File: config.mk
export PLATFORM = sky130hd
export DESIGN_NAME = keypad_cntr
export DESIGN_NICKNAME = d
export VERILOG_FILES = /design/src/rtl/keypad_cntr.sv
export SDC_FILE = /design/constraint.sdc
export NUM_CORES = 1
export LEC_CHECK = 0
export CAP_MARGIN = 20
export CORE_ASPECT_RATIO = 1.5
export CORE_MARGIN = 5
export CORE_UTILIZATION = 28
export CTS_BUF_LIST = sky130_fd_sc_hd__clkbuf_8
export CTS_CLUSTER_SIZE = 16
export DETAILED_ROUTE_END_ITERATION = 6
export SKIP_CTS_REPAIR_TIMING = 1
export SLEW_MARGIN = 20
export SYNTH_ARGS = -nofsm -noshare
export SYNTH_HDL_FRONTEND = slang
export SYNTH_SLANG_ARGS = --single-unit
export TNS_END_PERCENT = 100
File: constraint.sdc
create_clock -name clk -period 2.9 [get_ports clk]
set_input_delay 0.29 -clock clk [delete_from_list [all_inputs] [get_ports clk]]
set_output_delay 0.29 -clock clk [all_outputs]
set_load 0.01 [all_outputs]
File: src/rtl/keypad_cntr.sv
// 4x4 matrix keypad scanner with press/release debounce and a one-cycle key_valid per accepted key.
// Define KEYPAD_REPEAT_EN to emit extra key_valid pulses while a key stays held.
module keypad_cntr #(
  parameter int SCAN_DIV     = 100000,
  parameter int DEBOUNCE_CNT = 4,
  parameter int REPEAT_CNT   = 50
) (
  input  logic       clk,
  input  logic       reset_p,
  input  logic [3:0] row,
  output logic [3:0] col,
  output logic [3:0] key_value,
  output logic       key_valid,
  output logic       key_down
);

  localparam int SLOT_W = (SCAN_DIV > 2) ? $clog2(SCAN_DIV) : 1;
  localparam logic [SLOT_W-1:0] SLOT_LAST = SLOT_W'(SCAN_DIV - 1);
  localparam int DEB_W = $clog2(DEBOUNCE_CNT + 1);
  localparam logic [DEB_W-1:0] DEB_LAST = DEB_W'(DEBOUNCE_CNT);

  if (SCAN_DIV < 4) begin : g_bad_scan_div
    $error("keypad_cntr: SCAN_DIV must be at least 4");
  end
  if (DEBOUNCE_CNT < 1) begin : g_bad_debounce
    $error("keypad_cntr: DEBOUNCE_CNT must be at least 1");
  end
  if (REPEAT_CNT < 1) begin : g_bad_repeat
    $error("keypad_cntr: REPEAT_CNT must be at least 1");
  end

  typedef enum logic [1:0] {
    SCAN      = 2'd0,
    DEB_PRESS = 2'd1,
    PRESSED   = 2'd2,
    DEB_REL   = 2'd3
  } state_t;

  state_t            state, state_n;
  logic [3:0]        row_meta, row_sync;
  logic [SLOT_W-1:0] slot_cnt;
  logic [1:0]        col_idx, col_idx_n;
  logic [3:0]        rec_row, rec_row_n;
  logic [DEB_W-1:0]  deb_cnt, deb_cnt_n;
  logic [3:0]        key_value_n;
  logic              key_valid_n, key_down_n;
  logic              sample, one_low, all_high, accept, key_release;

`ifdef KEYPAD_REPEAT_EN
  localparam int REP_W = $clog2(REPEAT_CNT + 1);
  localparam logic [REP_W-1:0] REP_LAST = REP_W'(REPEAT_CNT);
  logic [REP_W-1:0] rep_cnt, rep_cnt_n;
`endif

  function automatic logic [1:0] row_index(input logic [3:0] pattern);
    logic [1:0] idx;
    idx = 2'd0;
    for (int r = 0; r < 4; r++) begin
      if (!pattern[r]) idx = 2'(r);
    end
    return idx;
  endfunction

  // Rows come straight from the keypad switches, so they are synchronized before any use.
  always_ff @(posedge clk) begin
    if (reset_p) begin
      row_meta <= 4'hF;
      row_sync <= 4'hF;
    end else begin
      row_meta <= row;
      row_sync <= row_meta;
    end
  end

  always_ff @(posedge clk) begin
    if (reset_p)     slot_cnt <= '0;
    else if (sample) slot_cnt <= '0;
    else             slot_cnt <= slot_cnt + 1'b1;
  end

  assign sample   = (slot_cnt == SLOT_LAST);
  assign one_low  = ($countones(~row_sync) == 1);
  assign all_high = &row_sync;
  assign col      = ~(4'b0001 << col_idx);

  always_ff @(posedge clk) begin
    if (reset_p) begin
      state     <= SCAN;
      col_idx   <= 2'd0;
      rec_row   <= 4'hF;
      deb_cnt   <= '0;
      key_value <= 4'd0;
      key_valid <= 1'b0;
      key_down  <= 1'b0;
`ifdef KEYPAD_REPEAT_EN
      rep_cnt   <= '0;
`endif
    end else begin
      state     <= state_n;
      col_idx   <= col_idx_n;
      rec_row   <= rec_row_n;
      deb_cnt   <= deb_cnt_n;
      key_value <= key_value_n;
      key_valid <= key_valid_n;
      key_down  <= key_down_n;
`ifdef KEYPAD_REPEAT_EN
      rep_cnt   <= rep_cnt_n;
`endif
    end
  end

  // The detecting sample counts as the first match, for both press and release.
  always_comb begin
    state_n     = state;
    col_idx_n   = col_idx;
    rec_row_n   = rec_row;
    deb_cnt_n   = deb_cnt;
    key_value_n = key_value;
    key_valid_n = 1'b0;
    key_down_n  = key_down;
    accept      = 1'b0;
    key_release = 1'b0;
`ifdef KEYPAD_REPEAT_EN
    rep_cnt_n   = rep_cnt;
`endif

    if (sample) begin
      unique case (state)
        SCAN: begin
          if (one_low) begin
            rec_row_n = row_sync;
            deb_cnt_n = DEB_W'(1);
            if (deb_cnt_n == DEB_LAST) accept = 1'b1;
            else                       state_n = DEB_PRESS;
          end else begin
            col_idx_n = col_idx + 1'b1;
          end
        end
        DEB_PRESS: begin
          if (row_sync == rec_row) begin
            deb_cnt_n = deb_cnt + 1'b1;
            if (deb_cnt_n == DEB_LAST) accept = 1'b1;
          end else begin
            state_n   = SCAN;
            col_idx_n = col_idx + 1'b1;
          end
        end
        PRESSED: begin
          if (all_high) begin
            deb_cnt_n = DEB_W'(1);
            if (deb_cnt_n == DEB_LAST) key_release = 1'b1;
            else                       state_n = DEB_REL;
          end else begin
`ifdef KEYPAD_REPEAT_EN
            rep_cnt_n = rep_cnt + 1'b1;
            if (rep_cnt_n == REP_LAST) begin
              key_valid_n = 1'b1;
              rep_cnt_n   = '0;
            end
`endif
          end
        end
        DEB_REL: begin
          if (all_high) begin
            deb_cnt_n = deb_cnt + 1'b1;
            if (deb_cnt_n == DEB_LAST) key_release = 1'b1;
          end else begin
            state_n = PRESSED;
`ifdef KEYPAD_REPEAT_EN
            rep_cnt_n = '0;
`endif
          end
        end
      endcase
    end

    if (accept) begin
      state_n     = PRESSED;
      key_value_n = {row_index(rec_row_n), col_idx};
      key_valid_n = 1'b1;
      key_down_n  = 1'b1;
`ifdef KEYPAD_REPEAT_EN
      rep_cnt_n   = '0;
`endif
    end

    if (key_release) begin
      state_n    = SCAN;
      key_down_n = 1'b0;
      col_idx_n  = col_idx + 1'b1;
    end
  end

endmodule
==> results.json <==
{
  "syn_avg_cell_area_um2": 9.67,
  "crit_path_end_kind": "register",
  "synth_area_leaders": "dfxtp_1, ha_1, xnor2_1",
  "cp_data_arrival_time_ns": 2.69,
  "synth_nets": 231,
  "root_buffer": "clkbuf_8",
  "min_delay_path_depth": 1,
  "multi_input_area_um2": 1120,
  "grt_busiest_layer": "met2",
  "maxSlewHeadroom_pct": 60.9,
  "synth-seq-cells": 42,
  "drc": 0,
  "cp_max_fo": 7,
  "ys.flop_type": "dfxtp_1",
  "r2r-end": "col_idx[1]",
  "path_clk_slew_ns": 0.07,
  "fillCellCount": 778,
  "pre_cts_slack_ns": 0.387,
  "grt_pass1_wl_um": 6440,
  "hpwl_um": 2670,
  "layout.nets": 249,
  "core-area_um2": 7230,
  "h-tree-depth": 2,
  "rr_worst_depth": 10,
  "required_ns": 3.08,
  "cts_tree": "yes",
  "max-cap-violations": 0,
  "start_util_pct": 28.6,
  "tns_ns": 0,
  "grt_use_met3_pct": 2.51,
  "hold_viol": 0,
  "num_vias": 1439,
  "ys_seq_area_share_pct": 40.6,
  "min_period_over_period_pct": 86.7,
  "cpLargestDelayFamily": "adder cells",
  "die_y_um": 115,
  "max_stage_delay_ns": 0.51,
  "clkSinkCount": 42,
  "num_rows": 38,
  "slowest_stage": "fa_1",
  "synthDistinctLibCells": 48,
  "vias_per_cell": 4.35,
  "critical_path_class": "reg2reg",
  "ioPinCount": 16,
  "synth_area_leader_cell": "dfxtp_1",
  "skew_ns": 0.00404,
  "final_cell_mix": "dfxtp_1, nor2_1, inv_1, clkdlybuf4s50_1, xnor2_1",
  "port_buffers": 15,
  "routedWlPerCell_um": 10.7,
  "fmax_mhz": 398,
  "ys.warnings.count": 0,
  "crit_chain": "fa_1 -> inv_1 -> ha_1 -> ha_1 -> nor3b_1 -> buf_4 -> o32ai_1 -> o21ai_0 -> mux2i_1 -> nor2_1",
  "fin_crit_ns": 2.51,
  "r2r_start": "row_sync[3]",
  "regArea_um2": 841,
  "grt_max_degree": 26,
  "rsz0062_at_grt": "no",
  "drive_gt1_share_pct": 13.0,
  "cpMostUsedCell": "ha_1",
  "yosysTopAreaCellShare_pct": 40.6,
  "antenna_found_initial": 0,
  "overflow": 0,
  "cts_buffers": 5,
  "drtIter0Drc": 76,
  "min_path_type": "reg2reg",
  "cp_num_buf_inv": 2,
  "layout_commonest_cell": "dfxtp_1",
  "worst_slack_ns": 0.385,
  "insertion_delay_ns": 0.29,
  "drtPass1Iterations": 3,
  "rrSetupSlack_ns": 0.39,
  "met1_usage_pct": 9.31,
  "netlist_area_um2": 2070,
  "diodes": 0,
  "p_per_area_nw_per_um2": 427,
  "min_to": "row_sync[0]",
  "path_depth": 10,
  "ant_nets": 0,
  "setup_viol": 0,
  "place_congestion": 0.764,
  "hp-start": "row_meta[0]",
  "vdd_drop_max_uv": 137,
  "synth_edf_count": 0,
  "routed_wl_um": 3540,
  "critPathLaunchType": "register",
  "synth-async-reset-ratio_pct": 0,
  "grt_pass1_vias": 1480,
  "p_leak_uw": 0.000878,
  "syn_inst": 214,
  "clk_path_buf_depth": 2,
  "syn_to_final_growth_pct": 15.5,
  "die_w_um": 80.2,
  "drv_slew": 0,
  "grtUsageMet2_pct": 15.8,
  "outcome": "finished clean",
  "die_area_um2": 9250,
  "grtUsageTotal_pct": 8.90,
  "worst-slew-pin-transition_ns": 0.583
}
==> worst register-to-register path, stage by stage, from the launching register on <==
cell and delay [ns]:
dfxtp_1 0.39, fa_1 0.51, inv_1 0.04, ha_1 0.17, ha_1 0.27, nor3b_1 0.19
buf_4 0.16, o32ai_1 0.06, o21ai_0 0.33, mux2i_1 0.23, nor2_1 0.05
==> stage by stage <==
stage	std cells	utilization [%]	instance area [um2]	power (uW)	hold WS (ns)
6_report	331	33.1	2390	1020	0.408
3_3_place_gp	325	31.9	2310	671	0.392
4_1_cts	331	33.1	2390	1040	0.406
3_5_place_dp	325	31.9	2310	672	0.393
2_1_floorplan	214	-	2070	652	0.389
5_1_grt	331	33.1	2390	1080	0.421
==> state kept, by name, summed over array words and instances, names as in the netlist <==
| signal | count |
|---|---|
| key_value | 4 |
| slot_cnt | 17 |
| deb_cnt | 3 |
| state | 2 |
| key_down | 1 |
| col_idx | 2 |
| key_valid | 1 |
| rec_row | 4 |
| row_sync | 4 |
| row_meta | 4 |
==> report_power, final <==
| part | internal [uW] | switching [uW] |
|---|---|---|
| registers | 585 | 7.66 |
| clock network | 183 | 180 |
| logic | 28.9 | 34.9 |
| total | 797 | 222 |
==> worst max path at each step <==
| stage | from | endpoint | slack, ns |
|---|---|---|---|
| after floorplan | row_sync[0] | key_value[2] | 0.35 |
| after global placement | row_sync[0] | col_idx[1] | 0.44 |
| after detailed placement | row_sync[0] | col_idx[1] | 0.39 |
| after CTS | row_sync[0] | col_idx[1] | 0.37 |
| after global routing | row_sync[3] | deb_cnt[2] | 0.21 |
| final | row_sync[3] | col_idx[1] | 0.39 |
==> cells by family after synthesis <==
| kind of cell | share of synthesized area [%] |
|---|---|
| buffers and inverters | 5.26 |
| AO/OA/AOI/OAI | 8.10 |
| XOR/XNOR | 8.89 |
| multiplexers | 2.96 |
| adder cells (fa/ha/maj) | 7.01 |
| AND/OR/NAND/NOR | 27.1 |
| flip-flops | 40.6 |
==> synthesized netlist by cell type (all sizes together) (5+ instances only) <==
library cell and instances:
nand3 8, nor2 32, mux2i 5, dfxtp 42
nand4 5, xnor2 14, inv 15, or2 11
xor2 7, ha 10, nand2 11
==> routing by layer <==
layer / wire length (um) / vias up
li1: - / 753
met1: 1500 / 663
met2: 1830 / 17
met3: 99 / 6
met4: 101 / 0
met5: 0 / -
==> area by class of cell <==
class                   count  share of cell area, %
repair buffers             17                   6.91
well taps                 100                   5.24
flip-flops and latches     42                   35.2
multi-input cells         151                   46.9
inverters                  15                   2.36
clock buffers               6                   3.46
(Power assumes the default switching activity.)
